### config.mk
export PLATFORM = sky130hd
export DESIGN_NAME = buttons
export DESIGN_NICKNAME = d
export VERILOG_FILES = /design/src/rtl/buttons_pkg.sv /design/src/rtl/button_latch_bank.sv /design/src/rtl/buttons.sv
export SDC_FILE = /design/constraint.sdc
export NUM_CORES = 1
export LEC_CHECK = 0
export CORE_UTILIZATION = 34
export DETAILED_ROUTE_END_ITERATION = 10
export PLACE_DENSITY = 0.84
export SLEW_MARGIN = 20
export SYNTH_ARGS = -nofsm -noshare
export SYNTH_HDL_FRONTEND = slang
export SYNTH_SLANG_ARGS = --single-unit
### constraint.sdc
create_clock -name clk -period 2.5 [get_ports clk]
set_clock_uncertainty 0.15 [all_clocks]
set_input_delay 0.5 -clock clk [delete_from_list [all_inputs] [get_ports clk]]
set_output_delay 0.5 -clock clk [all_outputs]
set_load 0.03 [all_outputs]
### src/rtl/buttons_pkg.sv
// Shared floor-count constants, floor-vector type and per-group valid-mask helper
// for the elevator button request latches.
package buttons_pkg;

  localparam int BUTTONS_WIDTH_DEFAULT = 8;
  localparam int BOTTOM_FLOOR          = 0;
  localparam int TOP_FLOOR             = BUTTONS_WIDTH_DEFAULT - 1;

  typedef logic [BUTTONS_WIDTH_DEFAULT-1:0] floor_vec_t;

  typedef enum logic [1:0] {
    GRP_IN   = 2'd0,
    GRP_UP   = 2'd1,
    GRP_DOWN = 2'd2
  } btn_group_e;

  // Up at the top floor and down at the bottom floor are meaningless calls.
  function automatic logic [63:0] group_valid_mask(input btn_group_e grp, input int width);
    logic [63:0] m;
    m = '0;
    for (int i = 0; i < width; i++) begin
      m[i] = 1'b1;
    end
    if (grp == GRP_UP) begin
      m[width-1] = 1'b0;
    end
    if (grp == GRP_DOWN) begin
      m[BOTTOM_FLOOR] = 1'b0;
    end
    return m;
  endfunction

endpackage

### src/rtl/button_latch_bank.sv
// Vector of sticky set/clear request registers; clear wins over set, and bits
// outside VALID_MASK are held at 0.
module button_latch_bank
  import buttons_pkg::*;
#(
  parameter int                 WIDTH      = BUTTONS_WIDTH_DEFAULT,
  parameter logic [WIDTH-1:0]   VALID_MASK = '1
) (
  input  logic             clk,
  input  logic             reset,
  input  logic [WIDTH-1:0] set_in,
  input  logic [WIDTH-1:0] clr_in,
  output logic [WIDTH-1:0] active_out,
  output logic [WIDTH-1:0] active_next
);

  logic [WIDTH-1:0] active_d;
  logic [WIDTH-1:0] active_q;

  always_comb begin
    active_d = reset ? '0 : ((active_q | (set_in & VALID_MASK)) & ~clr_in);
  end

  always_ff @(posedge clk) begin
    if (reset) begin
      active_q <= '0;
    end else begin
      active_q <= active_d;
    end
  end

  assign active_out  = active_q;
  assign active_next = active_d;

endmodule

### src/rtl/buttons.sv
// Elevator request latch: cabin, hall-up and hall-down presses held until cleared.
// Define BUTTONS_SYNC_EN to pass every button through a two-flop synchronizer first.
module buttons
  import buttons_pkg::*;
#(
  parameter int BUTTONS_WIDTH = BUTTONS_WIDTH_DEFAULT
) (
  input  logic                     clk,
  input  logic                     reset,
  input  logic [BUTTONS_WIDTH-1:0] btn_num_in,
  input  logic [BUTTONS_WIDTH-1:0] btn_up_out,
  input  logic [BUTTONS_WIDTH-1:0] btn_down_out,
  input  logic [BUTTONS_WIDTH-1:0] clr_in_levels,
  input  logic [BUTTONS_WIDTH-1:0] clr_up_levels,
  input  logic [BUTTONS_WIDTH-1:0] clr_down_levels,
  output logic [BUTTONS_WIDTH-1:0] active_in_levels,
  output logic [BUTTONS_WIDTH-1:0] active_out_up_levels,
  output logic [BUTTONS_WIDTH-1:0] active_out_down_levels,
  output logic                     any_active
);

  localparam int NUM_GROUPS = 3;

  localparam logic [NUM_GROUPS-1:0][BUTTONS_WIDTH-1:0] VALID_MASKS = {
    BUTTONS_WIDTH'(group_valid_mask(GRP_DOWN, BUTTONS_WIDTH)),
    BUTTONS_WIDTH'(group_valid_mask(GRP_UP,   BUTTONS_WIDTH)),
    BUTTONS_WIDTH'(group_valid_mask(GRP_IN,   BUTTONS_WIDTH))
  };

  logic [NUM_GROUPS-1:0][BUTTONS_WIDTH-1:0] btn_raw;
  logic [NUM_GROUPS-1:0][BUTTONS_WIDTH-1:0] btn_set;
  logic [NUM_GROUPS-1:0][BUTTONS_WIDTH-1:0] clr_vec;
  logic [NUM_GROUPS-1:0][BUTTONS_WIDTH-1:0] active_vec;
  logic [NUM_GROUPS-1:0][BUTTONS_WIDTH-1:0] next_vec;

  assign btn_raw = {btn_down_out, btn_up_out, btn_num_in};
  assign clr_vec = {clr_down_levels, clr_up_levels, clr_in_levels};

`ifdef BUTTONS_SYNC_EN
  logic [NUM_GROUPS-1:0][BUTTONS_WIDTH-1:0] sync_meta_d, sync_meta_q;
  logic [NUM_GROUPS-1:0][BUTTONS_WIDTH-1:0] sync_out_d,  sync_out_q;

  always_comb begin
    sync_meta_d = btn_raw;
    sync_out_d  = sync_meta_q;
  end

  always_ff @(posedge clk) begin
    if (reset) begin
      sync_meta_q <= '0;
      sync_out_q  <= '0;
    end else begin
      sync_meta_q <= sync_meta_d;
      sync_out_q  <= sync_out_d;
    end
  end

  assign btn_set = sync_out_q;
`else
  assign btn_set = btn_raw;
`endif

  for (genvar gi = 0; gi < NUM_GROUPS; gi++) begin : g_bank
    button_latch_bank #(
      .WIDTH      (BUTTONS_WIDTH),
      .VALID_MASK (VALID_MASKS[gi])
    ) u_bank (
      .clk         (clk),
      .reset       (reset),
      .set_in      (btn_set[gi]),
      .clr_in      (clr_vec[gi]),
      .active_out  (active_vec[gi]),
      .active_next (next_vec[gi])
    );
  end

  // Built from next-state so it lands on the same edge as the request vectors.
  logic any_active_d;
  logic any_active_q;

  always_comb begin
    any_active_d = |next_vec;
  end

  always_ff @(posedge clk) begin
    if (reset) begin
      any_active_q <= 1'b0;
    end else begin
      any_active_q <= any_active_d;
    end
  end

  assign active_in_levels       = active_vec[GRP_IN];
  assign active_out_up_levels   = active_vec[GRP_UP];
  assign active_out_down_levels = active_vec[GRP_DOWN];
  assign any_active             = any_active_q;

endmodule

==> metrics.cfg <==
[cells_and_area]
nets=222
syn_to_final_growth_pct=87.7
nFillCells=213
ff_latch_area_um2=500
fin_area_um2=1680
final_common_cell=clkdlybuf4s50_1
fin_util_pct=68.0
final_cell_mix=clkdlybuf4s50_1, nor2_1, dfxtp_1
drive_gt1_share_pct=6.43
antennaDiodeCount=0
multi_input_area_um2=379

[floorplanning]
rows=18
die_y_um=53.4
initial_core_util_pct=36.2
ios=75
coreArea_um2=2480
die_width_um=53.4
dieArea_um2=2850

[sta]
hold-worst-slack_ns=0.336
finalSetupViolations=0
report.final.slew_viol_count=0
worst_pin_slew_ns=0.397
post-route-period-util_pct=81.2
relSlewSlack_pct=73.3
rsz0062_at_grt=false
post-route-min-period_ns=2.03
fmax_mhz=492
hold_viol=0
fin_tns_setup_ns=0

[critical_path]
path_max_fanout=2
critical_path.max_stage_delay_ns=0.69
cp_num_buf_inv=1
worstSetupEndpointType=output port
start_kind=register
crit_start=g_bank[0].u_bank.active_out[5]
worstPathRequired_ns=1.85
crit_arrival_ns=1.38
worstPathCellList=clkdlybuf4s50_1
critPathTopFamily=buffers and inverters
crit_path_top_delay_cell=clkdlybuf4s50_1
timing.rr.start=g_bank[0].u_bank.active_out[6]
criticalPathCategory=reg -> out

[power_and_ir_drop]
p_sw_share_pct=26.0
p_clk_share_pct=21.8
p_total_uw=810
p_int_uw=599
switching_power_uw=211
power.density_nw_per_um2=481
irDropWorstVdd_mv=0.370
power_frac_seq_pct=52.5
leakagePower_uw=0.000620
power_frac_comb_pct=25.6

[clocking]
post_cts_buffers=0
cts_buffers=3
hold_buffers=0
root_buffer=clkbuf_4
clock_latency_ns=0.31
h-tree-depth=1
cts_resized=0
path_clk_slew_ns=0.13
cts.sinks=25
cts_tree=done
clock_tree.buffer_depth=2

[grt]
grt_usage_pct=17.7
grt-ovfl-total=0
grt_first_pass_wirelength_um=3560
antenna_found_initial=0
grt_max_degree=34
grt_pass1_vias=933

[routing]
antenna_left=0
viasPerCell=4.87
drt-pass1-iter-count=3
drtIter0Drc=4
via_count=978
drc=0
drt-wirelength-per-cell_um=12.5
wl_um=2510

[yosys]
synth_xor_area_share_pct=0
synthCells=97
synth_fp_nets=147
yosys.area_share.simple_pct=30.8
synth_top_family_by_area=simple AND/OR/NAND/NOR gates
syn_avg_cell_area_um2=9.25
synth_compound_area_share_pct=11.4
synth_area_um2=897
synthDistinctLibCells=16
ys_ff_latch=25
ys_seq_area_share_pct=55.8
synth_mux_area_share_pct=0
synth_fa_ha_area_share_pct=0
yosysWarnings=0

[job]
drv_cap=0

[hold_path]
min_from=g_bank[2].u_bank.active_out[0]
worstHoldPathType=reg -> reg

[place]
post-dp-hpwl_um=2090
post_dp_cell_area_um2=1660
portBuffers=72
gp_congestion=0.644

[run_status]
run_status=completed

==> cell usage after synthesis <==
cell      instances  area share, %
a41o_1            1            1.1
buf_2             2            1.1
buf_4             1           0.84
dfxtp_1          25             56
nand2b_1          2            1.4
nand4_1           1           0.70
nor2_1           32             13
nor3_1           12            6.7
nor4_1            2            1.4
nor4_2            1            1.4
o21bai_1          2            1.7
o32ai_1           7            6.8
o32ai_2           1            1.8
or2_1             3            2.1
or2_2             4            2.8
or2_4             1           0.98
==> power by group through the flow <==
| stage | Sequential (uW) | Clock, uW | Combinational [uW] |
|---|---|---|---|
| 3_5_place_dp | 434 | 0 | 209 |
| 6_report | 425 | 177 | 208 |
| 2_1_floorplan | 468 | 0 | 51.8 |
| 3_3_place_gp | 433 | 0 | 204 |
| 5_1_grt | 427 | 202 | 222 |
| 4_1_cts | 426 | 180 | 210 |
==> layer usage <==
metal  vias up  track usage (%)  wire [um]
li1        489                -          -
met1       437             17.0        913
met2        48             32.1       1320
met3         4             6.61        248
met4         0             9.21         27
met5         -                0          0
==> worst reg2reg max path, delay by kind of cell, from the launching register on <==
kind | cells | cell delay, ns
and+or+nand+nor | 4 | 0.71
DFF | 1 | 0.34
==> kinds of logic after synthesis <==
logic type | Yosys count
AOI/OAI and AO/OA | 11
buffers and inverters | 3
DFF | 25
and+or+nand+nor | 58
==> worst paths after layout <==
path | endpoint | cells after the start | slack, ns
hold reg to reg | g_bank[2].u_bank.active_out[0] | 2 | 0.34
setup reg to reg | any_active | 4 | 1.19
setup / recovery | active_in_levels[5] | 1 | 0.47
hold / removal | g_bank[2].u_bank.active_out[0] | 2 | 0.34
==> state kept, by name, summed over array words and instances (netlist names) <==
name                      cells
g_bank.u_bank.active_out     24
any_active                    1
==> cell type report <==
type                            instances  area share (%)
Clock buffer                            4            1.56
Multi-Input combinational cell         69            22.5
Sequential cell                        25            29.7
Tap cell                               30            2.23
Timing Repair Buffer                   73            44.0
==> through the flow <==
step                setup WS, ns  cells
floorplan                   1.10     97
global placement           0.373    197
detailed placement         0.371    197
CTS                        0.466    201
global route               0.417    201
finish                     0.469    201
Power figures use the tool's default switching activity.
